--- config.mk ---
export PLATFORM = sky130hd
export DESIGN_NAME = lab3_mem_mem_port_arbiter
export DESIGN_NICKNAME = d
export VERILOG_FILES = /design/src/rtl/lab3_mem_mem_port_arbiter.sv
export SDC_FILE = /design/constraint.sdc
export NUM_CORES = 1
export LEC_CHECK = 0
export CAP_MARGIN = 25
export CELL_PAD_IN_SITES_DETAIL_PLACEMENT = 1
export CELL_PAD_IN_SITES_GLOBAL_PLACEMENT = 2
export CORE_AREA = 2 2 387 389
export DETAILED_ROUTE_END_ITERATION = 8
export DIE_AREA = 0 0 389 391
export GPL_TIMING_DRIVEN = 0
export PLACE_DENSITY = 0.52
export SYNTH_ARGS = -nofsm -noshare
export SYNTH_HDL_FRONTEND = slang
export SYNTH_SLANG_ARGS = --single-unit
export TNS_END_PERCENT = 1
--- constraint.sdc ---
create_clock -name clk -period 16.35 [get_ports clk]
set_input_delay 3.27 -clock clk [delete_from_list [all_inputs] [get_ports clk]]
set_output_delay 3.27 -clock clk [all_outputs]
set_load 0.02 [all_outputs]
--- src/rtl/lab3_mem_mem_port_arbiter.sv ---
// Two-requester round-robin arbiter for a single cache-to-memory port.
// Requester 0 is the icache and requester 1 is the dcache. Only one memory
// transaction is in flight at a time. The granted request and the returned
// response are both buffered, and the response goes back to the owner.
module lab3_mem_mem_port_arbiter #(
    parameter int p_req_nbits  = 175,
    parameter int p_resp_nbits = 145,
    parameter int p_cnt_nbits  = 16
) (
    input  logic                    clk,
    input  logic                    reset,

    input  logic                    req0_val,
    output logic                    req0_rdy,
    input  logic [p_req_nbits-1:0]  req0_msg,
    output logic                    resp0_val,
    input  logic                    resp0_rdy,
    output logic [p_resp_nbits-1:0] resp0_msg,

    input  logic                    req1_val,
    output logic                    req1_rdy,
    input  logic [p_req_nbits-1:0]  req1_msg,
    output logic                    resp1_val,
    input  logic                    resp1_rdy,
    output logic [p_resp_nbits-1:0] resp1_msg,

    output logic                    memreq_val,
    input  logic                    memreq_rdy,
    output logic [p_req_nbits-1:0]  memreq_msg,
    input  logic                    memresp_val,
    output logic                    memresp_rdy,
    input  logic [p_resp_nbits-1:0] memresp_msg,

    output logic                    grant_id,
    output logic                    busy,
    output logic [p_cnt_nbits-1:0]  count0,
    output logic [p_cnt_nbits-1:0]  count1
);

    localparam logic [1:0] IDLE = 2'd0;
    localparam logic [1:0] SEND = 2'd1;
    localparam logic [1:0] WAIT = 2'd2;
    localparam logic [1:0] RESP = 2'd3;

    localparam logic [p_cnt_nbits-1:0] CNT_ONE = p_cnt_nbits'(1);

    logic [1:0]              state_q, state_d;
    logic                    last_grant_q, last_grant_d;
    logic                    grant_q, grant_d;
    logic [p_req_nbits-1:0]  req_q, req_d;
    logic [p_resp_nbits-1:0] resp_q, resp_d;
    logic [p_cnt_nbits-1:0]  cnt0_q, cnt0_d;
    logic [p_cnt_nbits-1:0]  cnt1_q, cnt1_d;

    logic any_val;
    logic winner;
    logic owner_resp_rdy;

    // Round-robin pick. On a tie, the requester that did not win last time goes first.
    always_comb begin
        any_val        = req0_val | req1_val;
        winner         = (req0_val & req1_val) ? ~last_grant_q : req1_val;
        owner_resp_rdy = grant_q ? resp1_rdy : resp0_rdy;
    end

    // The state is already IDLE while reset is held. The request readies are also
    // gated by reset so that no handshake is offered during reset.
    assign req0_rdy    = ~reset & (state_q == IDLE) & any_val & ~winner;
    assign req1_rdy    = ~reset & (state_q == IDLE) & any_val &  winner;

    assign memreq_val  = (state_q == SEND);
    assign memreq_msg  = req_q;
    assign memresp_rdy = (state_q == WAIT);

    assign resp0_val   = (state_q == RESP) & ~grant_q;
    assign resp1_val   = (state_q == RESP) &  grant_q;
    assign resp0_msg   = resp_q;
    assign resp1_msg   = resp_q;

    assign grant_id    = grant_q;
    assign busy        = (state_q != IDLE);
    assign count0      = cnt0_q;
    assign count1      = cnt1_q;

    // Next-state logic: accept, issue, wait for memory, deliver, then return to IDLE.
    always_comb begin
        state_d      = state_q;
        last_grant_d = last_grant_q;
        grant_d      = grant_q;
        req_d        = req_q;
        resp_d       = resp_q;
        cnt0_d       = cnt0_q;
        cnt1_d       = cnt1_q;
        case (state_q)
            IDLE: begin
                // The winner's rdy equals any_val, so any valid request is a handshake.
                if (any_val) begin
                    req_d        = winner ? req1_msg : req0_msg;
                    grant_d      = winner;
                    last_grant_d = winner;
                    state_d      = SEND;
                end
            end
            SEND: begin
                if (memreq_rdy) state_d = WAIT;
            end
            WAIT: begin
                if (memresp_val) begin
                    resp_d  = memresp_msg;
                    state_d = RESP;
                end
            end
            RESP: begin
                if (owner_resp_rdy) begin
                    if (grant_q) cnt1_d = cnt1_q + CNT_ONE;
                    else         cnt0_d = cnt0_q + CNT_ONE;
                    state_d = IDLE;
                end
            end
            default: state_d = IDLE;
        endcase
    end

    // State registers. The reset is asynchronous, and it abandons any transaction in flight.
    always_ff @(posedge clk or posedge reset) begin
        if (reset) begin
            state_q      <= IDLE;
            last_grant_q <= 1'b1;
            grant_q      <= 1'b0;
            req_q        <= '0;
            resp_q       <= '0;
            cnt0_q       <= '0;
            cnt1_q       <= '0;
        end else begin
            state_q      <= state_d;
            last_grant_q <= last_grant_d;
            grant_q      <= grant_d;
            req_q        <= req_d;
            resp_q       <= resp_d;
            cnt0_q       <= cnt0_d;
            cnt1_q       <= cnt1_d;
        end
    end

endmodule

* Word level (Yosys, flattened, before mapping)
Index checks and enable logic that the tools add are counted.
Storage, ports and cells: output and inout bits 505, bits in registers 356, input port bits 503
Operators by class: mux-type cells 8, add/sub/neg operators 2, equality and inequality tests 7, bitwise operators 12, reductions and logical operators 7
Operators by type and width (count):
- two-way mux 175 bit | 1
- adder 16 x 1 -> 16 bit, second input constant | 2
- two-way mux 2 bit | 4
- one-hot mux 2 bit (4 select lines) | 1
- AND 1 bit | 7
- != test 2 bit, second input constant | 3
- AND reduction 3 bit | 2
- equality test 2 bit, second input constant | 2
- NOT 1 bit | 4
- AND reduction 2 bit | 2
- AND reduction 4 bit | 1
- equality test 2 x 1 -> 1 bit, second input constant | 1
- logical NOT 2 bit | 1
- two-way mux 1 bit | 2
- != test 2 x 1 -> 1 bit, second input constant | 1
- nonzero test 2 bit | 1
- bitwise OR 1 bit | 1

* Depth between registers and ports, before layout
Gate-level depths: netlist (run 1).
depth in word-level cells 4, gate-level depth with buffers 8

* Least setup slack after synthesis (run 1)
No wires, ideal clock.
path type input to output, from input reset, to output req1_rdy, cell stages on the path 2, path buffers 0, path slack 1455 ps, data arrival time 11625 ps, cells stage by stage inv_1 > and3_1
On the way: word-level cells in the longest chain between the ends 4
RTL lines:
- start, declared | line 11 | input logic reset,
- NOT 1 bit | line 69 | assign req1_rdy = ~reset & (state_q == IDLE) & any_val & winner;
- AND 1 bit (3 in a row) | line 69
- end, declared | line 21 | output logic req1_rdy,
Every way passes these cells.

* Final worst setup path (run 1)
from input req0_val, to output req0_rdy
On the way: word-level cells in the longest chain between the ends 4, elaborated cells between the ends (all ways) 6, classes of those cells mux: 1; bitwise: 5
RTL lines:
- start, declared | line 13 | input logic req0_val,
- AND 1 bit | line 62 | winner = (req0_val & req1_val) ? ~last_grant_q : req1_val;
- two-way mux 1 bit | line 62
- NOT 1 bit | line 68 | assign req0_rdy = ~reset & (state_q == IDLE) & any_val & ~winner;
- AND 1 bit (*) | line 68
- end, declared | line 14 | output logic req0_rdy,
Every way passes the cells marked *; elsewhere a longest branch is shown, timed or not.

==> run summary, run 1 <==
The multiplexer share of the synthesized area is 0.200. The internal portion of the total power is 0.00368 W. Once detail routing completed, the nets flagged for antenna violations numbered 0. The final route contains 14.5k vias. The switching portion of total power came out at 0.415. The capturing point of the worst reg2reg path is memreq_msg[134]. The ratio of routed vias to standard cells came out at 3.29. VDD sags by at most 0.0000765 V. The number of gates given a new drive strength after cts is 0. In this run the most critical hold path is launched from memreq_msg[97].

The clock buffer count from CTS is 51. The worst hold endpoint is memreq_msg[97]. STA puts the critical path data required time at 13.08 ns. Static timing analysis puts the maximum clock frequency at 108 MHz. The reported max-cap violation count is 0. The final clock skew is 0.0140 ns. The die outline width is 389 um. The kind of launch point of the worst setup path is an input port. The total count of hold-check failures in the final report was 0.

The number of sinks on the clock net came out at 356. The number of design-rule violations left by the first detailed-router iteration came out at 425. The count of hold buffers inserted by post-cts repair came out at 0. The most utilized layer in the global route result is met2. Summed over all cells, the static leakage comes to 12.6 nW. The first-pass GRT wire length came out at 135000 um.

The clock period minus worst slack is 9.22 ns. Total power for the finished layout comes to 0.00629 W. The slack of the worst reg-to-reg path is 13.50 ns.

For met3 alone, demand over resource in global routing was 0.0446. Dividing the detail-routed wire length by the instance count gives 23.0 um. The synthesized net count came out at 1854. The area share of the largest cell type after synthesis is 0.552. The synthesized design contains 0 enable-type register cells. Yosys attributes the largest share of cell area to sky130_fd_sc_hd__dfrtp_1 (55%), sky130_fd_sc_hd__mux2_2 (10%), sky130_fd_sc_hd__mux2i_1 (9.8%). The multi-input gate area in the final layout came out at 5520 sq um. The count of unique library cells instantiated by Yosys came out at 34.

The share of total power dissipated in combinational logic is 0.553. The relative contribution of the clock network to total power came out at 0.185. The number of remaining DRC errors came out at 0. After synthesis the netlist holds a flip-flop and latch count of 356. The final worst-path setup slack is 7.13 ns.

The area enclosed by the die boundary came out at 152000 sq um. The final worst-path cycle share came out at 0.564. The clock root buffer is sky130_fd_sc_hd__clkbuf_16. The switching power is 0.00261 W. The weighted congestion reported at the end of routability-driven placement came out at 0.790. After synthesis, the most frequently instantiated cells are sky130_fd_sc_hd__dfrtp_1 (355), sky130_fd_sc_hd__nand2_1 (175), sky130_fd_sc_hd__mux2i_1 (157).

Once the clock tree was built, the setup fixing pass inserted 0 buffers. The critical path's slowest cell is sky130_fd_sc_hd__o21ai_2. The detailed-router iteration count before antenna repair is 6. The post-synthesis average cell area is 12.0 sq um. The maximum number of pins on one net before global-route repair came out at 102. After detailed placement, the design holds a cell count of 4298. Of the cells placed in the final design, the portion with a size suffix greater than 1 is 0.180. Tracing the worst setup path back leads to its startpoint at req0_val. At the pin with the least slew margin, the transition time is 0.854 ns.

The total count of max-transition violations in the final report is 0. The adder and majority cell fraction of the synthesized area came out at 0.00544. The path depth of the worst reg2reg path came out at 8.

The number of cells produced by synthesis is 1344. The critical path in this run is classified as input port to primary output. Setup repair after global routing left no endpoint under its margin. For this run, the leading register cell type out of synthesis is sky130_fd_sc_hd__dfrtp_1. The total power density per cell area came out at 206 nW/um^2.

The number of cells traversed by the worst hold path came out at 2. The met1 track demand over resource in global routing came out at 0.144. The via count of the first global-routing pass is 15.7k. Data on the critical path arrives at its endpoint at 5.95 ns. The type of the worst min-delay path is register to register. Along the worst path, the maximum fanout reaches 10. The number of endpoints failing setup at the final stage came out at 0.

The sort of element at the end of the critical path is a primary output. In the global route stage, overall resource usage came out at 0.129. Summing all placed instances gives a cell area of 28700 sq um. 1008 I/O pins were placed. After global routing the overflow that remains totals 0. During placement, the flow inserted port buffers numbering 1007.

Counting the fill cells in the layout gives 16.9k. OpenSTA, run right after detailed placement, puts the worst setup slack at 6.85 ns. The signed area change from the synthesized netlist to the final layout came out at 89.2%. The insertion delay of the later-clocked pin in the worst-skew pair is 0.62 ns.

After clock tree synthesis, the clock-pin slew on the worst setup and hold paths is 0.06 ns. The net count of the finished layout is 2917. The run finished with clean final reports. At the end of the flow the core is filled with cells to 0.205. The post-layout instance count excluding filler cells came out at 4399. In the synthesized netlist the async set-or-reset flop fraction comes to 1.00. The post-layout instance area came out at 30500 sq um. The total wirelength of the detailed-routed design came out at 101000 um. The synthesized netlist occupies a cell area of 16100 sq um. By area, the combinational part of the netlist is dominated by multiplexers.

Detailed placement ended at an HPWL of 83900 um. The core region is 149000 sq um. The XOR/XNOR share of the synthesized area is 0.0163. The headroom to the max-slew limit came out at 0.431. In the global route stage, met2 resource usage came out at 0.233. The worst stage delay on the critical path is 0.71 ns. The most frequent cell after synthesis is sky130_fd_sc_hd__dfrtp_1. The startpoint identified for the worst register-to-register timing path is state_q[0]. During synthesis, Yosys emitted a total of 0 warnings.

The number of levels in the clock H-tree came out at 2. The die is 391 um tall. The clock tree buffer depth came out at 3. The initial standard-cell utilization of the core is 0.108. The area occupied by registers is 8910 sq um. The area share of and/or/nand/nor cells after synthesis is 0.0570. Walking the worst path, the cells encountered are clkdlybuf4s50_1 -> o21ai_2 -> buf_6 -> buf_6 -> buf_2 -> nor3_1 -> clkdlybuf4s50_1. The sequential cell fraction of total power is 0.262. The sequential-to-total area share from yosys stat came out at 0.553. The initial antenna violation count is 38. The biggest area contributor in the post-synthesis netlist is sky130_fd_sc_hd__dfrtp_1.

The floorplan has 142 rows. The fraction of the mapped netlist area in compound gates came out at 0.0640. TritonCTS built the clock tree.
metrics by stage:
stage          hold WS [ns]  setup TNS (ns)
2_1_floorplan         0.512               0
3_3_place_gp          0.461        -1638.19
3_5_place_dp          0.474               0
4_1_cts               0.484               0
5_1_grt               0.504               0
6_report              0.480               0
critical path, delay by kind of cell:
kind / cells / cell delay [ns]
AND/OR/NAND/NOR: 1 / 0.08
AO/OA/AOI/OAI: 1 / 0.71
buffers and inverters: 5 / 1.86
registers in the layout, indices dropped and copies added (netlist names):
signal	count
count0	16
count1	16
grant_id	1
last_grant_q	1
memreq_msg	175
resp0_msg	145
state_q	2
placed cells by master, fill, tap and decap left out, types with 3 or more instances in the layout:
cell type	n
sky130_fd_sc_hd__a222oi_1	20
sky130_fd_sc_hd__and2_1	3
sky130_fd_sc_hd__and3_1	7
sky130_fd_sc_hd__buf_16	3
sky130_fd_sc_hd__buf_2	34
sky130_fd_sc_hd__buf_4	147
sky130_fd_sc_hd__buf_6	22
sky130_fd_sc_hd__bufinv_16	4
sky130_fd_sc_hd__clkbuf_1	26
sky130_fd_sc_hd__clkbuf_16	51
sky130_fd_sc_hd__clkbuf_8	15
sky130_fd_sc_hd__clkdlybuf4s50_1	1007
sky130_fd_sc_hd__clkinv_2	6
sky130_fd_sc_hd__dfrtp_1	355
sky130_fd_sc_hd__diode_2	9
sky130_fd_sc_hd__ha_1	7
sky130_fd_sc_hd__inv_1	25
sky130_fd_sc_hd__mux2_2	146
sky130_fd_sc_hd__mux2i_1	157
sky130_fd_sc_hd__nand2_1	175
sky130_fd_sc_hd__nand3_1	9
sky130_fd_sc_hd__nand4_1	11
sky130_fd_sc_hd__nor2_1	8
sky130_fd_sc_hd__nor3_1	4
sky130_fd_sc_hd__o21ai_0	27
sky130_fd_sc_hd__o21ai_1	128
sky130_fd_sc_hd__xnor2_1	24
sky130_fd_sc_hd__xor2_1	6
metal layers:
layer  vias up  part of all wire
met4        14             0.021
li1       6617                 -
met1      7155              0.38
met2       566              0.52
met5         -            0.0010
met3       129             0.079
logic make-up after synthesis:
kind of cell / after synthesis
AO/OA/AOI/OAI: 182
multiplexers: 303
adder cells (fa/ha/maj): 7
flip-flops: 356
AND/OR/NAND/NOR: 222
XOR/XNOR: 30
buffers and inverters: 244
power groups by stage:
stage | Clock [W] | Combinational [W] | Sequential (W)
finish | 0.00116 | 0.00348 | 0.00164
global route | 0.00125 | 0.00370 | 0.00171
CTS | 0.00123 | 0.00358 | 0.00166
detailed placement | 0 | 0.00356 | 0.00166
global placement | 0 | 0.00356 | 0.00166
floorplan | 0 | 0.00120 | 0.00203
final cells by class:
cell class / count / area share
antenna: 9 / 0.000739
timing repair buffer: 1010 / 0.334
sequential: 356 / 0.293
clock inverter: 15 / 0.00678
clock buffer: 77 / 0.0500
multi-input combinational: 744 / 0.181
inverter: 26 / 0.00345
buffer: 218 / 0.0518
tap: 1944 / 0.0799
worst max-delay path by stage:
stage	to	slack, ns
3_5_place_dp	req1_rdy	6.85
5_1_grt	req1_rdy	6.89
3_3_place_gp	req1_rdy	-5.40
2_1_floorplan	req1_rdy	1.45
6_report	req0_rdy	7.13
4_1_cts	req1_rdy	6.85
(Power assumes the default switching activity.)
==> run 2: changes to the inputs <==
--- a/config.mk
+++ b/config.mk
@@ -8,9 +8,9 @@
 export CAP_MARGIN = 25
 export CELL_PAD_IN_SITES_DETAIL_PLACEMENT = 1
 export CELL_PAD_IN_SITES_GLOBAL_PLACEMENT = 2
-export CORE_AREA = 2 2 387 389
+export CORE_AREA = 2 2 395 397
 export DETAILED_ROUTE_END_ITERATION = 8
-export DIE_AREA = 0 0 389 391
+export DIE_AREA = 0 0 397 399
 export GPL_TIMING_DRIVEN = 0
 export PLACE_DENSITY = 0.52
 export SYNTH_ARGS = -nofsm -noshare
==> constraint.sdc (replaced) <==
create_clock -name clk -period 8.3 [get_ports clk]
set_input_delay 1.66 -clock clk [delete_from_list [all_inputs] [get_ports clk]]
set_output_delay 1.66 -clock clk [all_outputs]
set_load 0.02 [all_outputs]
==> run summary, run 2 (synthesized netlist as in run 1, its figures left out) <==
The first-pass GRT wire length is 144000 um (+6.5%). The total power density per cell area is 407 nW/um^2 (+97%). The startpoint of the lowest-slack hold path is count0[15]. The number of placement rows came out at 144 (+1.4%). The count of buffers added by post-CTS timing repair for setup came out at 0 (unchanged).

The die outline width is 397 um (+2.1%). The headroom to the max-slew limit came out at 0.391 (-0.0399). The number of levels in the clock H-tree came to 2 (unchanged). The number of fillers in the final layout came to 17.5k (+3.5%). The total count of hold-check failures in the final report came out at 0 (unchanged). The total count of max-transition violations in the final report came out at 0 (unchanged).

Traced cell by cell, the critical path runs through clkdlybuf4s50_1 -> o21ai_2 -> buf_6 -> buf_6 -> buf_2 -> nor3_1 -> clkdlybuf4s50_1. The area enclosed by the die boundary is 158000 sq um (+4.1%). The initial antenna violation count was 40 (+5.3%). The remaining antenna violation count is 0 (unchanged).

The relative contribution of the clock network to total power came out at 0.174 (-0.011). The via count was 14.6k (+0.96%). The clock transition time at the flip-flop clock pins of the worst setup and hold paths was 0.06 ns (about the same). Setup repair after global routing left no endpoint under its margin. The insertion delay of the later-clocked pin in the worst-skew pair came out at 0.62 ns (about the same). The total wirelength of the detailed-routed design is 110000 um (+8.3%). The clock buffer count from CTS is 49 (-3.9%). The reported max-cap violation count is 0 (unchanged). The net count of the finished layout is 2923 (+0.21%). From synthesis to final layout, the design area changed by 89.7%.

The capturing point of the worst reg2reg path is memreq_msg[141]. The number of gates given a new drive strength after cts came to 0 (unchanged). The number of remaining DRC errors is 0 (unchanged). The number of cells traversed by the worst hold path is 1 (-1). For this design, the slowest cell found on the critical path is sky130_fd_sc_hd__o21ai_2. The sequential cell fraction of total power came out at 0.267 (+0.005). The cell leakage power is 12.6 nW (about the same). The number of sinks on the clock net is 356 (unchanged). The min-delay analysis places its worst path in the category register to register. The TritonCTS clock tree is yes.

The switching portion of total power came to 0.425 (+0.00959). The clock root buffer is sky130_fd_sc_hd__clkbuf_16. The sort of element at the end of the critical path is a primary output. The floorplan die height came out at 399 um (+2.0%). The worst hold margin came out at 0.473 ns (-0.00745 ns). The combinational cell fraction of total power is 0.559 (+0.006).

The quantity of I/O buffers inserted on ports came out at 1007 (unchanged). The slew of the pin with the lowest slew margin is 0.913 ns (+0.0598 ns). The number of flip-flops in the largest register was 175 (unchanged). The placed standard-cell area is 29000 sq um (+0.90%). The required time of the critical path is 6.64 ns (-6.44 ns). The highest clock frequency the design can meet came out at 162 MHz. The weighted congestion reported at the end of routability-driven placement came out at 0.811 (+2.6%). The post-layout instance area came out at 30500 sq um (+0.30%). The clock tree buffer depth is 3 (unchanged). The share of layout cells above drive strength 1 came out at 0.179 (-0.00101).

In the layout the commonest cells are sky130_fd_sc_hd__clkdlybuf4s50_1 (1007), sky130_fd_sc_hd__dfrtp_1 (355), sky130_fd_sc_hd__nand2_1 (175). For hold timing, the worst endpoint is count0[15]. The largest fanout on the critical path came out at 10 (unchanged). The count of pins on the block boundary came out at 1008 (unchanged). The final clock skew is 0.0158 ns (+0.00182 ns). The maximum number of pins on one net before global-route repair came out at 37 (-64%).

The area of the core is 154000 sq um (+3.5%). The number of endpoints failing setup at the final stage was 0 (unchanged). The count of hold buffers inserted by post-cts repair is 0 (unchanged). The run finished with clean final reports.

The path depth of the worst reg2reg path is 8 (unchanged). The total global-route track usage came to 0.134 (+0.00550). The clock period minus worst slack came out at 6.17 ns.

The final global-route overflow total is 0 (unchanged). The via count of the first global-routing pass is 15.8k (+0.41%). The switching power is 0.00528 W (+100%). The worst stage delay on the critical path is 0.76 ns (+0.05 ns). The sum of net half-perimeters after detailed placement came out at 92200 um (+9.9%).

The initial standard-cell utilization of the core was 0.105 (-0.00364). The critical path in this run is classified as input port to primary output. The final worst-path cycle share came out at 0.743. Leaving out fill and tap cells, the most frequent cell in the layout is sky130_fd_sc_hd__clkdlybuf4s50_1. The slack of the worst reg-to-reg path is 5.30 ns (-8.20 ns). The worst path arrival time came to 4.51 ns (-1.44 ns). The post-layout instance count excluding filler cells is 4494 (+2.2%). The design internal power came out at 0.00715 W (+94%). The ratio of routed vias to standard cells is 3.25 (-1.2%). The detailed-router iteration count before antenna repair came out at 8 (+2). The per-cell routed wire length came out at 24.4 um (+6.0%). The number of placed instances with taps included came out at 4406 (+2.5%). The number of design-rule violations left by the first detailed-router iteration came out at 594 (+40%). The kind of launch point of the worst setup path is an input port. The startpoint identified for the worst register-to-register timing path is state_q[0]. The worst-case vdd ir drop is 0.000136 V (+77%).
-- run 2: critical path: cells and delay by family --
family	cells	cell delay [ns]
buf+inv	5	1.94
simple gates	1	0.09
compound gates	1	0.76
-- run 2: cell type report --
cell class                 instances  area, sq um  area share
clock inverter                    13          169     0.00553
buffer                           218         1580      0.0516
timing repair buffer            1018        10300       0.337
clock buffer                      68         1400      0.0458
multi-input combinational        744         5520       0.181
antenna                            7         17.5    0.000573
inverter                          26          101     0.00332
tap                             2044         2560      0.0837
sequential                       356         8910       0.292
-- run 2: power groups by stage --
stage	logic (W)	clock network [W]	registers, W
CTS	0.00715	0.00228	0.00334
global placement	0.00710	0	0.00333
floorplan	0.00237	0	0.00400
finish	0.00695	0.00217	0.00331
detailed placement	0.00712	0	0.00335
global route	0.00739	0.00234	0.00343
-- run 2: worst max path at each step --
stage                         from       end  slack [ns]
after floorplan              reset  req1_rdy       -1.26
after global placement       reset  req1_rdy       -6.28
after detailed placement  req0_val  req0_rdy        1.91
after CTS                 req0_val  req0_rdy        1.89
after global routing      req0_val  req0_rdy        1.88
final                     req0_val  req0_rdy        2.13
-- run 2: metal layers --
layer | up-vias | global-route usage | share of wire
li1 | 6628 | - | -
met4 | 24 | 0.0343 | 0.025
met2 | 579 | 0.233 | 0.50
met3 | 142 | 0.0493 | 0.082
met1 | 7247 | 0.154 | 0.39
met5 | - | 0 | 0.0014
-- run 2: through the flow --
step,TNS (ns),setup slack (ns),utilization,power (W)
after floorplan,-1.26,-1.26,-,0.00637
after global placement,-690.42,-6.28,0.187,0.0104
after detailed placement,0,1.91,0.188,0.0105
after CTS,0,1.89,0.199,0.0128
after global routing,0,1.88,0.199,0.0132
final,0,2.13,0.199,0.0124
